### src/rtl/loa_arbiter_if.sv
// Request/response bundle between two requesters and the lower-part-OR adder
// arbiter; the arbiter takes the slave side.
interface loa_arbiter_if #(
    parameter int N = 8
);
    logic [1:0]     req_valid;
    logic [2*N-1:0] req_a;
    logic [2*N-1:0] req_b;
    logic [1:0]     req_ready;
    logic           rsp_valid;
    logic           rsp_ready;
    logic           rsp_id;
    logic [N:0]     rsp_sum;
    logic [N:0]     rsp_exact;
    logic           rsp_err;
    logic           busy;

    modport master (
        output req_valid, req_a, req_b, rsp_ready,
        input  req_ready, rsp_valid, rsp_id, rsp_sum, rsp_exact, rsp_err, busy
    );

    modport slave (
        input  req_valid, req_a, req_b, rsp_ready,
        output req_ready, rsp_valid, rsp_id, rsp_sum, rsp_exact, rsp_err, busy
    );
endinterface

### src/rtl/loa_arbiter.sv
// Two-requester round-robin arbiter feeding a lower-part-OR approximate adder;
// returns the approximate sum, the exact sum and their mismatch flag.
module loa_arbiter #(
    parameter int N   = 8,
    parameter int LPL = 4
) (
    input  logic        clk,
    input  logic        rst,
    loa_arbiter_if.slave bus
);
    localparam int UPL = N - LPL;

    typedef enum logic [1:0] {IDLE, EXEC, RESP} state_t;

    state_t         state, state_next;
    logic           last_grant;
    logic [1:0]     grant;
    logic           grant_id;
    logic           accept;
    logic [N-1:0]   a_q, b_q;
    logic           id_q;
    logic [N:0]     sum_q, exact_q;
    logic           err_q;
    logic [UPL:0]   upper_sum;
    logic [N:0]     approx_sum, exact_sum;

    // Grant is gated by rst so req_ready is 0 the moment reset is raised.
    // NOTE: every variable gets a default before the case, so no latch is inferred.
    always_comb begin
        grant = 2'b00;
        if (state == IDLE && !rst) begin
            case (bus.req_valid)
                2'b01:   grant = 2'b01;
                2'b10:   grant = 2'b10;
                2'b11:   grant = last_grant ? 2'b01 : 2'b10;
                default: grant = 2'b00;
            endcase
        end
    end

    assign grant_id = grant[1];
    assign accept   = |(grant & bus.req_valid);

    // NOTE: sequential state uses non-blocking assignments so every register samples pre-edge values.
    always_ff @(posedge clk or posedge rst) begin
        if (rst) state <= IDLE;
        else     state <= state_next;
    end

    always_comb begin
        state_next = state;
        case (state)
            IDLE:    if (accept) state_next = EXEC;
            EXEC:    state_next = RESP;
            RESP:    if (bus.rsp_ready) state_next = IDLE;
            default: state_next = IDLE;
        endcase
    end

    assign upper_sum  = {1'b0, a_q[N-1:LPL]} + {1'b0, b_q[N-1:LPL]};
    assign approx_sum = {upper_sum, a_q[LPL-1:0] | b_q[LPL-1:0]};
    assign exact_sum  = {1'b0, a_q} + {1'b0, b_q};

    // NOTE: the datapath registers are reset too, because they drive outputs that must read 0 in reset.
    always_ff @(posedge clk or posedge rst) begin
        if (rst) begin
            last_grant <= 1'b1;
            a_q        <= '0;
            b_q        <= '0;
            id_q       <= 1'b0;
            sum_q      <= '0;
            exact_q    <= '0;
            err_q      <= 1'b0;
        end else begin
            if (accept) begin
                last_grant <= grant_id;
                id_q       <= grant_id;
                a_q        <= grant_id ? bus.req_a[2*N-1:N] : bus.req_a[N-1:0];
                b_q        <= grant_id ? bus.req_b[2*N-1:N] : bus.req_b[N-1:0];
            end
            if (state == EXEC) begin
                sum_q   <= approx_sum;
                exact_q <= exact_sum;
                err_q   <= (approx_sum != exact_sum);
            end
        end
    end

    // Result registers only load in EXEC, so they hold steady across RESP back-pressure.
    assign bus.req_ready = grant;
    assign bus.rsp_valid = (state == RESP);
    assign bus.rsp_id    = id_q;
    assign bus.rsp_sum   = sum_q;
    assign bus.rsp_exact = exact_q;
    assign bus.rsp_err   = err_q;
    assign bus.busy      = (state != IDLE);
endmodule

### src/flat_wrapper.sv
// flat-port wrapper written by rule: the top's interface ports become plain ports
module loa_arbiter_flat 
#(
    parameter int N   = 8,
    parameter int LPL = 4
)
  (clk, rst, bus_req_valid, bus_req_a, bus_req_b, bus_rsp_ready, bus_req_ready, bus_rsp_valid, bus_rsp_id, bus_rsp_sum, bus_rsp_exact, bus_rsp_err, bus_busy);
  loa_arbiter_if #(.N(N)) bus_i ();
  input  logic clk;
  input  logic rst;
  input wire logic [$bits(bus_i.req_valid)-1:0] bus_req_valid;
  input wire logic [$bits(bus_i.req_a)-1:0] bus_req_a;
  input wire logic [$bits(bus_i.req_b)-1:0] bus_req_b;
  input wire logic [$bits(bus_i.rsp_ready)-1:0] bus_rsp_ready;
  output wire logic [$bits(bus_i.req_ready)-1:0] bus_req_ready;
  output wire logic [$bits(bus_i.rsp_valid)-1:0] bus_rsp_valid;
  output wire logic [$bits(bus_i.rsp_id)-1:0] bus_rsp_id;
  output wire logic [$bits(bus_i.rsp_sum)-1:0] bus_rsp_sum;
  output wire logic [$bits(bus_i.rsp_exact)-1:0] bus_rsp_exact;
  output wire logic [$bits(bus_i.rsp_err)-1:0] bus_rsp_err;
  output wire logic [$bits(bus_i.busy)-1:0] bus_busy;
  assign bus_i.req_valid = bus_req_valid;
  assign bus_i.req_a = bus_req_a;
  assign bus_i.req_b = bus_req_b;
  assign bus_i.rsp_ready = bus_rsp_ready;
  assign bus_req_ready = bus_i.req_ready;
  assign bus_rsp_valid = bus_i.rsp_valid;
  assign bus_rsp_id = bus_i.rsp_id;
  assign bus_rsp_sum = bus_i.rsp_sum;
  assign bus_rsp_exact = bus_i.rsp_exact;
  assign bus_rsp_err = bus_i.rsp_err;
  assign bus_busy = bus_i.busy;
  loa_arbiter #(.N(N), .LPL(LPL)) u_core (.clk(clk), .rst(rst), .bus(bus_i));
endmodule
### config.mk
export PLATFORM = sky130hd
export DESIGN_NAME = loa_arbiter_flat
export DESIGN_NICKNAME = d
export VERILOG_FILES = /design/src/rtl/loa_arbiter_if.sv /design/src/rtl/loa_arbiter.sv /design/src/flat_wrapper.sv
export SDC_FILE = /design/constraint.sdc
export NUM_CORES = 1
export LEC_CHECK = 0
export CORE_UTILIZATION = 35
export DETAILED_ROUTE_END_ITERATION = 10
export GPL_ROUTABILITY_DRIVEN = 0
export GPL_TIMING_DRIVEN = 0
export PLACE_DENSITY = 0.73
export SLEW_MARGIN = 20
export SYNTH_ARGS = -nofsm -noshare
export SYNTH_HDL_FRONTEND = slang
export SYNTH_SLANG_ARGS = --single-unit
export TNS_END_PERCENT = 1
### constraint.sdc
create_clock -name clk -period 3.4 [get_ports clk]
set_clock_uncertainty 0.2 [all_clocks]
set_input_delay 0.51 -clock clk [delete_from_list [all_inputs] [get_ports clk]]
set_output_delay 0.51 -clock clk [all_outputs]
set_load 0.005 [all_outputs]
; ---- After elaboration in Yosys (flattened, before gate mapping)
; Cells that the tools add are included.
; Widths: inputs -> output; s select.
[op_classes]
reduce_logical = 6
bitwise_logic = 2
order_cmp = 0
eq_ne = 8
shifts = 0
n_div = 0
multipliers = 0
add_sub_neg = 2
mux = 8
[op_table]
columns = cell, count
row1 = $mux 8, 2
row2 = $pmux 2 s3, 2
row3 = $add 8x8->9, 1
row4 = $ne 9x9->1, 1
row5 = $mux 2, 4
row6 = $eq 2x2->1 const B, 3
row7 = $add 4x4->5, 1
row8 = $eq 2x1->1 const B, 2
row9 = $or 4x4->4, 1
row10 = $and 2x2->2, 1
row11 = $logic_not 2->1, 1
row12 = $ne 2x1->1 const B, 1
row13 = $ne 2x2->1 const B, 1
row14 = $reduce_and 2->1, 1
row15 = $reduce_bool 2->1, 1
row16 = $reduce_or 2->1, 1
row17 = $logic_and 1x1->1, 1
row18 = $logic_not 1->1, 1
[totals]
memories = 0
mem_bits_rw = 0
wordCells = 34
latch_bits = 0
out_inout_bits = 24
ff_bits = 39
mem_bits_ro = 0
inputBits = 37

; ---- Longest topological paths before layout
[logic_depth]
depth_word = 7
ltp_mapped = 7
mapped_depth_nobuf = 7

; ---- Worst setup path before layout
; No wires, ideal clock.
[synth_path]
path_kind = register -> register
startpoint = register u_core.b_q[0]
endpoint = register u_core.exact_q[6], in the netlist u_core.bus.rsp_exact[6]
required_time_ns = 3.066
period_less_slack_ns = 2.088
setup_slack_ns = 1.312
t_arrival_ns = 1.754
path_buffers = 0
stages_incl_launch_ff = 8
setup_time_ns = 0.134
path_cell_list = dfrtp_1 ha_1 fa_1 a21o_1 a21oi_1 o21ai_0 xnor2_1 o21ai_0
[synth_via]
elab_chain_cells = 1
[synth_lines]
columns = element, line_no
row1 = "start, declared", loa_arbiter.sv:20  ; logic [N-1:0] a_q, b_q;
row2 = "start signal, assigned", loa_arbiter.sv:79  ; b_q <= grant_id ? bus.req_b[2*N-1:N] : bus.req_b[N-1:0];
row3 = $add 8x8->9, loa_arbiter.sv:62  ; assign exact_sum = {1'b0, a_q} + {1'b0, b_q};
row4 = "end signal, assigned", loa_arbiter.sv:83  ; exact_q <= exact_sum;
row5 = "end, declared", loa_arbiter.sv:22  ; logic [N:0] sum_q, exact_q;
; Every way passes these cells.
; A chain may end at the register's enable or synchronous reset.

; ---- Final worst setup path
[layout_path]
startpoint = input bus_req_valid[1]
endpoint = output bus_req_ready[1]
[layout_via]
elab_chain_cells = 3
word_cells_on_any_way = 5
classes_between = 3 x eq/ne / 2 x mux
[layout_lines]
columns = element, line_no
row1 = "start, declared", flat_wrapper.sv:11  ; input wire logic [$bits(bus_i.req_valid)-1:0] bus_req_valid;
row2 = $eq 2x2->1 or $eq 2x1->1 (tied branches), loa_arbiter.sv:32  ; case (bus.req_valid)
row3 = $pmux 2 s3 (*), loa_arbiter.sv:32
row4 = $mux 2 (*), loa_arbiter.sv:31  ; if (state == IDLE && !rst) begin
row5 = "end, declared", flat_wrapper.sv:15  ; output wire logic [$bits(bus_i.req_ready)-1:0] bus_req_ready;
; Every way passes the cells marked *; elsewhere a longest branch is shown, timed or not.

==> impl_metrics.toml <==
[status]
run_status = "finished, final reports clean"

[synth]
synthFlopType = "dfrtp_1"
synthTopCellsByArea = "dfrtp_1 (47%), nand2_1 (7.6%), ha_1 (7.4%), o21ai_0 (6.4%), o22ai_1 (4.9%)"
yosys_register_bits = 39
synth_cell_types = 37
syn-cell-area_um2 = 2040
synth_fp_nets = 263
synthCells = 212
synth_edf_count = 0
synth_top_area_share_pct = 46.7
async_reset_ff_share_pct = 100
ys_warn_count = 0
syn_avg_cell_area_um2 = 9.61
yosys.area.top_type = "dfrtp_1"
ys_seq_area_share_pct = 47.9

[place]
dpl_worst_slack_ps = 333
hpwl_um = 3540
io_buffers = 60
placed_area_um2 = 2750

[sta]
relSlewSlack_pct = 69.7
slew_violations = 0
setup_slack_ps = 355
fmax_ghz = 0.328
setup_violations = 0
post-route-min-period_ps = 3040
worstMarginPinSlew_ps = 454
tns_ps = 0
rsz0062_at_grt = "no"
finalHoldViolCount = 0
period_share_pct = 89.6

[pwr]
p_leak_nw = 1.27
powerDensity_nw_per_um2 = 813
combPwrFrac_pct = 51.9
vdd_drop_max_mv = 0.280
p_switching_w = 0.000850
clock_power_share_pct = 13.2
p_total_w = 0.00230
switching_share_pct = 37.0
pwr-share-seq_pct = 34.9
internal-power_w = 0.00145

[global_routing]
grt-ovfl-total = 0
gr-usage-all-layers_pct = 16.1
grt_antenna_before_repair = 0
grt_max_degree = 28
grt_pass1_vias = 1669
grt_first_pass_wirelength_um = 7580

[cts]
clkSlewWorstSetupHoldPaths_ps = 70
cts_buffers = 5
cts_hold_repair.buffers = 0
clock_path_buffers = 2
insertion_delay_ps = 290
cts_root_buf = "clkbuf_8"
tritoncts = "built"
cts_setup_buffers = 0
clock-sinks = 39
htree_num_levels = 2
cts_resized = 0

[drt]
wl_per_cell_um = 12.7
drcViolationCount = 0
drt_iter0_drc = 59
vias = 1712
final_antenna_net_count = 0
drt-total-wl_um = 4500
vias_per_cell = 4.85
dr.pass1.iters = 4

[layout]
fin_area_um2 = 2830
fillCellCount = 539
multi_input_area_um2 = 966
drive_gt1_share_pct = 8.54
syn2layout_area_growth_pct = 38.9
insertedDiodeCount = 0
final_nets = 331
regArea_um2 = 977

[setup_path]
cp.arrival_ps = 2330
slowest_stage = "clkdlybuf4s50_1"
cp_max_fo = 10
critPathMaxStageDelay_ps = 530
crit_type = "input pin to primary output"
critPathMostFrequentCell = "clkdlybuf4s50_1"
cp.required_ps = 2690
end_kind = "primary output"
cp_cell_sequence = "clkdlybuf4s50_1, nand2_2, nor3_4, buf_6, clkdlybuf4s50_1"
worst_setup_path_start_kind = "input pin"

[floorplan]
num_rows = 27
ioPinCount = 61
initial_core_util_pct = 36.6
die-area_um2 = 6130
core_um2 = 5570
die_w_um = 78.3
die_y_um = 78.3

[worst_hold_path]
min_path_type = "flip-flop to flip-flop"

[flow_run]
maxCapViolCount = 0
## power groups by stage
| stage | sequential [W] | clock (W) | combinational (W) |
|---|---|---|---|
| after floorplan | 0.000793 | 0 | 0.000756 |
| final | 0.000802 | 0.000304 | 0.00120 |
| after global placement | 0.000802 | 0 | 0.00117 |
| after global routing | 0.000835 | 0.000325 | 0.00134 |
| after CTS | 0.000806 | 0.000309 | 0.00121 |
| after detailed placement | 0.000814 | 0 | 0.00120 |
## cells in the final DEF (no fill, tap or decap), types with 3 or more instances in the layout
cell type        count
o21ai_0             26
o21ai_2              3
xnor2_1              7
clkbuf_1             5
nor2_1               5
xor2_1               6
dfrtp_1             38
inv_1               13
clkbuf_8             5
o22ai_1             16
ha_1                12
nand2_1             41
o21ai_1              5
clkdlybuf4s50_1     60
buf_2                3
## flip-flops by register name (all words and copies together), names as in the netlist
signal,count
u_core.bus.rsp_id,1
u_core.bus.rsp_err,1
u_core.a_q,8
u_core.b_q,8
u_core.state,2
u_core.bus.rsp_sum,9
u_core.bus.rsp_exact,9
u_core.last_grant,1
## worst max-delay path: cells and delay by family
kind	cells	cell delay, ps
and+or+nand+nor	2	580
buffers and inverters	3	1240
## cells by family after synthesis
group | synth area share (%)
adders and majority gates | 9.33
xor gates and xnor gates | 5.59
buffers and inverters | 4.66
DFF | 47.9
AOI/OAI and AO/OA | 19.1
and+or+nand+nor | 13.4
## layout make-up
class	instances	area share [%]
Timing Repair Buffer	61	21.9
Clock inverter	1	0.177
Buffer	8	1.50
Clock buffer	7	2.70
Multi-Input combinational cell	151	34.1
Inverter	14	1.86
Sequential cell	39	34.5
Tap cell	72	3.18
## routing by layer
metal	part of all wire [%]	global-route usage, %	vias up
met4	1.7	9.07	0
li1	-	-	862
met5	0	0	-
met1	47	20.4	787
met2	46	25.5	57
met3	5.7	3.26	6
## worst paths after layout
path                                                   startpoint                                  end  slack [ps]  cells past startpoint
worst max-delay path                             bus_req_valid[1]                     bus_req_ready[1]         360                      5
worst min-delay path            u_core.bus.rsp_sum[3]$_DFFE_PP0N_    u_core.bus.rsp_sum[3]$_DFFE_PP0N_         280                      2
worst max register to register          u_core.b_q[0]$_DFFE_PP0P_  u_core.bus.rsp_exact[6]$_DFFE_PP0N_        1030                      7
worst min register to register  u_core.bus.rsp_sum[3]$_DFFE_PP0N_    u_core.bus.rsp_sum[3]$_DFFE_PP0N_         280                      2
max in group asynchronous                                     rst        u_core.last_grant$_DFFE_PP1P_        2110                      3
min in group asynchronous                                     rst            u_core.b_q[1]$_DFFE_PP0P_         390                      2
## cell usage after synthesis, drive strengths merged, types with 2 or more instances
master	number
a21o	4
a21oi	3
a31oi	2
and3	2
buf	4
clkbuf	4
dfrtp	38
fa	2
ha	12
inv	14
nand2	42
nand2b	2
nor2	5
nor2b	2
nor3	3
o21ai	34
o22ai	16
xnor2	7
xor2	6
## through the flow
| step | util, % | instances | hold slack [ps] |
|---|---|---|---|
| floorplan | - | 212 | 254 |
| global placement | 49.0 | 344 | 262 |
| global route | 50.8 | 353 | 311 |
| CTS | 50.8 | 353 | 285 |
| detailed placement | 49.3 | 345 | 268 |
| finish | 50.8 | 353 | 279 |
Note: power is estimated with default switching activity, not from simulation.
